File: src/rtl/serial_sub_if.sv
// Operand/result handshake bundle for the bit-serial subtractor.
// The master drives the operands and the result acceptance; the slave drives the result.
interface serial_sub_if #(
    parameter int unsigned W = 8
) ();
    logic         in_valid;
    logic         in_ready;
    logic [W-1:0] x;
    logic [W-1:0] y;
    logic         b_in;
    logic         out_valid;
    logic         out_ready;
    logic [W-1:0] d;
    logic         b_out;
    logic         ovf;

    modport master (
        output in_valid, x, y, b_in, out_ready,
        input  in_ready, out_valid, d, b_out, ovf
    );

    modport slave (
        input  in_valid, x, y, b_in, out_ready,
        output in_ready, out_valid, d, b_out, ovf
    );
endinterface

File: src/rtl/serial_sub.sv
// Bit-serial subtractor: D = X - Y - B_IN computed LSB first, one bit per clock.
// One full-subtractor cell and a borrow flop; results are held until the consumer accepts them.
module serial_sub #(
    parameter int unsigned W = 8
) (
    input  logic        clk,
    input  logic        rst_n,
    serial_sub_if.slave bus,
    output logic        busy
);
    localparam int unsigned CW = (W > 1) ? $clog2(W) : 1;
    localparam logic [CW-1:0] LAST = CW'(W - 1);

    typedef enum logic [1:0] {
        IDLE = 2'd0,
        RUN  = 2'd1,
        DONE = 2'd2
    } state_e;

    state_e state_q, state_d;

    logic [W-1:0]  xs_q, xs_d;
    logic [W-1:0]  ys_q, ys_d;
    logic [W-1:0]  res_q, res_d;
    logic [CW-1:0] cnt_q, cnt_d;
    logic          borrow_q, borrow_d;
    logic          x_msb_q, x_msb_d;
    logic          y_msb_q, y_msb_d;

    logic          in_ready_q, in_ready_d;
    logic          out_valid_q, out_valid_d;
    logic          busy_q, busy_d;
    logic [W-1:0]  d_q, d_d;
    logic          b_out_q, b_out_d;
    logic          ovf_q, ovf_d;

    logic          xi, yi, di, b_next;

    // State register
    always_ff @(posedge clk) begin
        if (!rst_n) begin
            state_q <= IDLE;
        end else begin
            state_q <= state_d;
        end
    end

    // Next-state logic
    always_comb begin
        state_d = state_q;
        unique case (state_q)
            IDLE:    if (bus.in_valid)  state_d = RUN;
            RUN:     if (cnt_q == LAST) state_d = DONE;
            DONE:    if (bus.out_ready) state_d = IDLE;
            default: state_d = IDLE;
        endcase
    end

    // Full-subtractor cell on the current LSBs
    always_comb begin
        xi     = xs_q[0];
        yi     = ys_q[0];
        di     = xi ^ yi ^ borrow_q;
        b_next = (~xi & yi) | (~xi & borrow_q) | (yi & borrow_q);
    end

    // Datapath and registered-output next values
    always_comb begin
        xs_d     = xs_q;
        ys_d     = ys_q;
        res_d    = res_q;
        cnt_d    = cnt_q;
        borrow_d = borrow_q;
        x_msb_d  = x_msb_q;
        y_msb_d  = y_msb_q;

        if (state_q == IDLE && bus.in_valid) begin
            xs_d     = bus.x;
            ys_d     = bus.y;
            res_d    = W'(0);
            cnt_d    = CW'(0);
            borrow_d = bus.b_in;
            x_msb_d  = bus.x[W-1];
            y_msb_d  = bus.y[W-1];
        end else if (state_q == RUN) begin
            xs_d     = xs_q >> 1;
            ys_d     = ys_q >> 1;
            // Result bits enter at the MSB so the first (LSB) bit ends at position 0.
            res_d    = (res_q >> 1) | (W'(di) << (W - 1));
            borrow_d = b_next;
            if (cnt_q != LAST) begin
                cnt_d = cnt_q + CW'(1);
            end
        end

        in_ready_d  = (state_d == IDLE);
        out_valid_d = (state_d == DONE);
        busy_d      = (state_d == RUN);
        d_d         = W'(0);
        b_out_d     = 1'b0;
        ovf_d       = 1'b0;
        if (state_d == DONE) begin
            d_d     = res_d;
            b_out_d = borrow_d;
            ovf_d   = (x_msb_d ^ y_msb_d) & (res_d[W-1] ^ x_msb_d);
        end
    end

    // Datapath and output registers
    always_ff @(posedge clk) begin
        if (!rst_n) begin
            xs_q        <= W'(0);
            ys_q        <= W'(0);
            res_q       <= W'(0);
            cnt_q       <= CW'(0);
            borrow_q    <= 1'b0;
            x_msb_q     <= 1'b0;
            y_msb_q     <= 1'b0;
            in_ready_q  <= 1'b1;
            out_valid_q <= 1'b0;
            busy_q      <= 1'b0;
            d_q         <= W'(0);
            b_out_q     <= 1'b0;
            ovf_q       <= 1'b0;
        end else begin
            xs_q        <= xs_d;
            ys_q        <= ys_d;
            res_q       <= res_d;
            cnt_q       <= cnt_d;
            borrow_q    <= borrow_d;
            x_msb_q     <= x_msb_d;
            y_msb_q     <= y_msb_d;
            in_ready_q  <= in_ready_d;
            out_valid_q <= out_valid_d;
            busy_q      <= busy_d;
            d_q         <= d_d;
            b_out_q     <= b_out_d;
            ovf_q       <= ovf_d;
        end
    end

    assign bus.in_ready  = in_ready_q;
    assign bus.out_valid = out_valid_q;
    assign bus.d         = d_q;
    assign bus.b_out     = b_out_q;
    assign bus.ovf       = ovf_q;
    assign busy          = busy_q;

endmodule
File: src/flat_wrapper.sv
// flat-port wrapper written by rule: the top's interface ports become plain ports
module serial_sub_flat 
#(
    parameter int unsigned W = 8
)
  (clk, rst_n, busy, bus_in_valid, bus_x, bus_y, bus_b_in, bus_out_ready, bus_in_ready, bus_out_valid, bus_d, bus_b_out, bus_ovf);
  serial_sub_if #(.W(W)) bus_i ();
  input  logic clk;
  input  logic rst_n;
  output logic busy;
  input wire logic [$bits(bus_i.in_valid)-1:0] bus_in_valid;
  input wire logic [$bits(bus_i.x)-1:0] bus_x;
  input wire logic [$bits(bus_i.y)-1:0] bus_y;
  input wire logic [$bits(bus_i.b_in)-1:0] bus_b_in;
  input wire logic [$bits(bus_i.out_ready)-1:0] bus_out_ready;
  output wire logic [$bits(bus_i.in_ready)-1:0] bus_in_ready;
  output wire logic [$bits(bus_i.out_valid)-1:0] bus_out_valid;
  output wire logic [$bits(bus_i.d)-1:0] bus_d;
  output wire logic [$bits(bus_i.b_out)-1:0] bus_b_out;
  output wire logic [$bits(bus_i.ovf)-1:0] bus_ovf;
  assign bus_i.in_valid = bus_in_valid;
  assign bus_i.x = bus_x;
  assign bus_i.y = bus_y;
  assign bus_i.b_in = bus_b_in;
  assign bus_i.out_ready = bus_out_ready;
  assign bus_in_ready = bus_i.in_ready;
  assign bus_out_valid = bus_i.out_valid;
  assign bus_d = bus_i.d;
  assign bus_b_out = bus_i.b_out;
  assign bus_ovf = bus_i.ovf;
  serial_sub #(.W(W)) u_core (.clk(clk), .rst_n(rst_n), .bus(bus_i), .busy(busy));
endmodule
File: config.mk
export PLATFORM = sky130hd
export DESIGN_NAME = serial_sub_flat
export DESIGN_NICKNAME = d
export VERILOG_FILES = /design/src/rtl/serial_sub_if.sv /design/src/rtl/serial_sub.sv /design/src/flat_wrapper.sv
export SDC_FILE = /design/constraint.sdc
export NUM_CORES = 1
export LEC_CHECK = 0
export BUFFER_PORTS_ARGS = -buffer_cell sky130_fd_sc_hd__buf_4
export CAP_MARGIN = 20
export CORE_MARGIN = 1.5
export CORE_UTILIZATION = 44
export CTS_BUF_LIST = sky130_fd_sc_hd__clkbuf_4
export CTS_CLUSTER_DIAMETER = 200
export DETAILED_ROUTE_END_ITERATION = 7
export PLACE_DENSITY = 0.74
export SLEW_MARGIN = 20
export SYNTH_ARGS = -nofsm -noshare
export SYNTH_HDL_FRONTEND = slang
export SYNTH_SLANG_ARGS = --single-unit
File: constraint.sdc
create_clock -name clk -period 2.7 [get_ports clk]
set_input_delay 0.27 -clock clk [delete_from_list [all_inputs] [get_ports clk]]
set_output_delay 0.27 -clock clk [all_outputs]
set_load 0.05 [all_outputs]
==> impl_metrics.yaml, run 1 <==
finish:
  stdcell_area_um2: 2031
  n_antenna_cell: 0
  syn_to_final_growth_pct: 16.76
  drive_gt1_share_pct: 22.02
  postLayoutCoreUtil_pct: 54.65
  finalNetCount: 241
  fillers: 367
logic_synthesis:
  yosys.area.top_type_share_pct: 51.80
  synthArstFlopShare_pct: 0
  avgSynthCellArea_um2: 9.202
  yosysMostFrequentCell: "dfxtp_1"
  synth_seq_cells: 45
  synth_edf_count: 0
  synth_top_flop_cell: "dfxtp_1"
  mappedNetlistArea_um2: 1739
  synth_commonest_cells: "dfxtp_1, nand2_1, o21ai_0, a31oi_1"
  synth_cells: 189
  syn_nets: 213
  ys_seq_area_share_pct: 51.80
  synth.largest_area_cell: "dfxtp_1"
  ys_warn_count: 0
  yosys.cell_types.count: 34
  synth_area_leaders: "dfxtp_1, nand2_1, a31oi_1, o21ai_0, nor2b_1"
drt:
  wl_per_cell_um: 11.81
  dr.first_iter.drc_count: 90
  drtPass1Iterations: 4
  drtAntennaViolNets: 0
  wl_mm: 3.141
  drcViolationCount: 0
  vias: 1368
  via_per_inst: 5.143
clock_tree:
  cts_setup_buffers: 0
  cts_tree: "yes"
  cts_inserted_buffers: 5
  post_cts_resized: 0
  clockBufferDepth: 2
  clk_latency_ps: 360
  clockRootBuffer: "clkbuf_4"
  path_clk_slew_ps: 120
  postCtsHoldBufs: 0
  cts.sinks: 45
  htree_levels: 2
run:
  maxCapViolCount: 0
floorplanning:
  coreArea_um2: 3716
  die_height_um: 65.87
  start_util_pct: 46.80
  die_w_um: 65.87
  io_pins: 34
  rows: 22
  die_area_um2: 4339
global_routing:
  grt_max_degree: 35
  grt_overflow: 0
  grt_util_all_layers_pct: 16.62
  grt_pass1_vias: 1294
  antenna_found_initial: 0
  grt_pass1_wl_mm: 5.416
critical_path:
  crit_required_ps: 2980
  worstSetupEndpointType: "flip-flop"
  critical_path_class: "flip-flop to flip-flop"
  crit_fanout: 11
  reg2reg_depth: 6
  worstReg2RegEnd: "u_core.bus.b_out$_SDFF_PN0_"
  r2r-start: "u_core.cnt_q[0]$_SDFFE_PP0P_"
  arrival_ps: 1810
  reg2reg_slack_ps: 1170
  critPathLaunchType: "flip-flop"
power:
  p_total_mw: 1.139
  pwr_density_cell_nw_per_um2: 560.8
  peakVddDrop_mv: 0.3118
  p_leak_nw: 0.8134
timing:
  min_period_over_period_pct: 56.71
  worstMarginPinSlew_ps: 609.7
  finalSetupViolations: 0
  rsz0062_at_grt: "false"
  final_hold_viol_count: 0
  report.final.slew_viol_count: 0
  relSlewSlack_pct: 59.31
  tns_ps: 0
  max_freq_mhz: 653.1
  finalHoldWorstSlack_ps: 163.3
  min_period_ps: 1531
  fin_worst_skew_ps: 11.01
hold_path:
  hp-class: "input pin to flip-flop"
  hold-path-endpoint: "u_core.ys_q[3]$_SDFFE_PN0P_"
  min_path_cells: 3
  hold_start: "bus_y[3]"
outcome:
  status: "completed"
place:
  place_area_um2: 1981
  dpl.hpwl_mm: 2.089
  io_buffers: 33
  place_congestion: 0.7405
worst max-delay path by stage:
stage                                 startpoint                     endpoint  slack (ps)  cells after the start
floorplan           u_core.cnt_q[0]$_SDFFE_PP0P_   u_core.bus.d[0]$_SDFF_PN0_        1300                      6
global placement    u_core.cnt_q[0]$_SDFFE_PP0P_  u_core.bus.b_out$_SDFF_PN0_        1220                      6
detailed placement  u_core.state_q[0]$_SDFF_PN0_  u_core.ys_q[4]$_SDFFE_PN0P_        1190                      3
CTS                 u_core.cnt_q[0]$_SDFFE_PP0P_  u_core.bus.b_out$_SDFF_PN0_        1170                      6
global route        u_core.state_q[0]$_SDFF_PN0_  u_core.xs_q[7]$_SDFFE_PN0P_        1020                      3
finish              u_core.cnt_q[0]$_SDFFE_PP0P_  u_core.bus.b_out$_SDFF_PN0_        1170                      6
where the power goes:
| part | internal [mW] | total [mW] | switching, mW | leakage, nW |
|---|---|---|---|---|
| sequential | 0.693 | 0.710 | 0.0178 | 0.368 |
| clock | 0.0944 | 0.298 | 0.204 | 0.0300 |
| combinational | 0.0604 | 0.130 | 0.0700 | 0.416 |
cell usage in the layout (no fill, tap or decap), types with 4 or more instances in the layout:
master    synthesis  routed
a22oi_1           7       7
inv_1             6       6
nor2b_1           9       9
clkbuf_4          0       5
dfxtp_1          45      45
o21ai_0          17      17
a21boi_0          4       4
nor2_1            9       9
buf_4             1      34
a31oi_1          14      14
nand2_1          37      37
state kept, by name (all words and copies together), names as in the netlist:
signal,count
u_core.ys_q,8
u_core.xs_q,8
u_core.y_msb_q,1
u_core.bus.d,8
u_core.bus.b_out,1
u_core.state_q,2
u_core.cnt_q,3
u_core.borrow_q,1
u_core.busy,1
u_core.bus.out_valid,1
u_core.bus.ovf,1
u_core.bus.in_ready,1
u_core.x_msb_q,1
u_core.res_q,8
cell type report:
type                            instances  area, um2  share of cell area [%]
Clock buffer                            5      37.54                   1.848
Sequential cell                        45      900.9                   44.36
Multi-Input combinational cell        125      742.0                   36.54
Inverter                                6      22.52                   1.109
Timing Repair Buffer                   34      255.2                   12.57
Tap cell                               48      60.06                   2.957
Clock inverter                          3      12.51                  0.6161
worst max-delay path, cell delays in order (launching register included):
cell and delay [ps]:
dfxtp_1 380, ha_1 150, ha_1 230, and3b_1 240
o21ai_1 70, buf_4 190, nor3_1 200
cell families (layout without fill, tap and decap cells):
group / count (synthesis) / in the layout / share of synthesized area [%]
compound gates: 52 / 52 / 19.28
xor+xnor: 1 / 1 / 0.5037
fa+ha+maj: 3 / 3 / 2.590
buf+inv: 19 / 48 / 5.539
flops: 45 / 45 / 51.80
mux: 1 / 1 / 0.5756
simple gates: 68 / 68 / 19.71
stage by stage:
stage	setup slack [ps]	instances
after floorplan	1302	189
after global placement	1217	258
after detailed placement	1186	258
after CTS	1171	266
after global routing	1020	266
final	1169	266
metal layers:
layer | GRT usage, % | routed length (um)
met1 | 19.42 | 1442
met2 | 27.15 | 1505
met3 | 3.748 | 111
met4 | 10.94 | 81
met5 | 0 | 0
Power figures use the tool's default switching activity.
==> run 2: changes to the inputs <==
- PLACE_DENSITY: 0.74 -> 0.76
- clock period: 2.7 -> 1.4 ns (I/O delays scaled with it)
==> run 2 against run 1 <==
  * The flow now finishes with violations (negative setup slack)
  * Utilization grew 5.8 points
  * Die area is the same
  * Register-to-register slack lost 1200 ps
  * Largest power group unchanged
==> impl_metrics.yaml, run 2 (same netlist as run 1, synthesis figures left out) <==
clock_tree:
  cts_inserted_buffers: 5
  path_clk_slew_ps: 120
  htree_levels: 2
  cts_tree: "yes"
  cts.sinks: 45
  clockRootBuffer: "clkbuf_4"
  postCtsHoldBufs: 0
  clk_latency_ps: 350
  clockBufferDepth: 2
finish:
  fillers: 339
  syn_to_final_growth_pct: 29.21
  finalNetCount: 254
  n_antenna_cell: 0
  final_common_cell: "buf_4"
  layout_common_cells: "buf_4, dfxtp_1, nand2_1"
  final_cells: 279
  drive_gt1_share_pct: 33.33
critical_path:
  worstSetupEndpointType: "flip-flop"
  critical_path_class: "flip-flop to flip-flop"
  crit_fanout: 3
  slowest_stage: "fa_1"
  crit_required_ps: 1690
  critPathLaunchType: "flip-flop"
  crit_chain: "fa_1 > a2bb2oi_4 > mux2i_1"
  arrival_ps: 1700
  max_stage_delay_ps: 600
drt:
  met3_length_um: 148
  drcViolationCount: 0
  wl_met2_mm: 1.693
  wl_per_cell_um: 12.51
  drtAntennaViolNets: 0
  dr.first_iter.drc_count: 130
  highest_layer: "met4"
  vias: 1408
  wl_mm: 3.491
  drtPass1Iterations: 4
  wl_met1_mm: 1.623
  via_per_inst: 5.047
place:
  placed_cells: 268
  dp_slack_ps: -7.583
  io_buffers: 33
  place_congestion: 0.7824
  dpl.hpwl_mm: 2.312
timing:
  min_period_ps: 1409
  fin_ws_ps: -9.287
  report.final.slew_viol_count: 0
  relSlewSlack_pct: 76.37
  finalSetupViolations: 1
  min_period_over_period_pct: 100.7
  max_freq_mhz: 709.6
  fin_worst_skew_ps: 5.679
  final_hold_viol_count: 0
  finalHoldWorstSlack_ps: 34.76
  rsz0062_at_grt: "true"
  worstMarginPinSlew_ps: 354.0
power:
  pwr_density_cell_nw_per_um2: 1008
  p_leak_nw: 0.8965
  peakVddDrop_mv: 0.6394
floorplanning:
  rows: 22
  coreArea_um2: 3716
  start_util_pct: 46.80
  die_w_um: 65.87
  io_pins: 34
  die_height_um: 65.87
  die_area_um2: 4339
global_routing:
  grt_pass1_vias: 1299
  grt_pass1_wl_mm: 5.664
  antenna_found_initial: 0
  grt_util_all_layers_pct: 17.18
  grt_overflow: 0
  grt_max_degree: 35
outcome:
  violations: "negative setup slack"
  status: "finished with violations"
run:
  maxCapViolCount: 0
hold_path:
  hp-class: "input pin to flip-flop"
-- run 2: changes by cell type in the layout (fill, tap and decap cells not counted), moves of 2 or more --
cell	previous run	this run
buf_12	0	2
ha_1	2	0
nor2_1	9	4
ha_4	0	2
buf_4	34	43
nor2_2	0	4
dfxtp_2	0	5
buf_6	0	2
dfxtp_1	45	40
-- run 2: final timing paths --
| path | start | endpoint | slack [ps] | depth (start not counted) |
|---|---|---|---|---|
| hold / removal | bus_x[2] | u_core.xs_q[2]$_SDFFE_PN0P_ | 30 | 3 |
| setup reg to reg | u_core.borrow_q$_SDFF_PN0_ | u_core.bus.ovf$_SDFF_PN0_ | -9 | 3 |
| hold reg to reg | u_core.ys_q[7]$_SDFFE_PN0P_ | u_core.ys_q[7]$_SDFFE_PN0P_ | 480 | 2 |
| setup / recovery | u_core.borrow_q$_SDFF_PN0_ | u_core.bus.ovf$_SDFF_PN0_ | -9 | 3 |
-- run 2: area by class of cell --
class                   instances  area (um2)  area share [%]
clock inverters                 3       12.51          0.5568
flip-flops and latches         45       907.1           40.37
inverters                       6       22.52           1.002
repair buffers                 47       385.4           17.15
clock buffers                   5       37.54           1.670
well taps                      48       60.06           2.673
multi-input cells             125       822.0           36.58
-- run 2: what timing repair did --
item,4_1_cts,5_1_grt
hold endpoints to repair,0,0
resized for setup,10,16
setup buffers,2,0
pin swaps,1,5
endpoints found under the setup margin,10,23
cloned,1,0
-- run 2: worst max-delay path, delay by kind of cell, from the launching register on --
family          cells  cell delay [ps]
fa+ha+maj           1              600
flops               1              360
compound gates      1              200
mux                 1              190
-- run 2: stage by stage --
| stage | instance area, um2 | setup TNS, ps | total power, mW | util [%] |
|---|---|---|---|---|
| 3_3_place_gp | 2081 | 0 | 1.680 | 55.99 |
| 5_1_grt | 2247 | -245.0 | 2.388 | 60.47 |
| 3_5_place_dp | 2081 | -7.583 | 1.688 | 55.99 |
| 4_1_cts | 2182 | 0 | 2.251 | 58.72 |
| 2_1_floorplan | 1739 | 0 | 1.577 | - |
| 6_report | 2247 | -9.287 | 2.265 | 60.47 |
-- run 2: power breakdown --
| group | internal (mW) | switching (mW) |
|---|---|---|
| registers | 1.34 | 0.0365 |
| logic | 0.161 | 0.153 |
| clock network | 0.182 | 0.394 |
| total | 1.68 | 0.584 |
-- run 2: layer usage --
metal	vias up	track usage, %
li1	727	-
met1	652	21.28
met2	27	28.54
met3	2	5.451
met4	0	4.948
met5	-	0
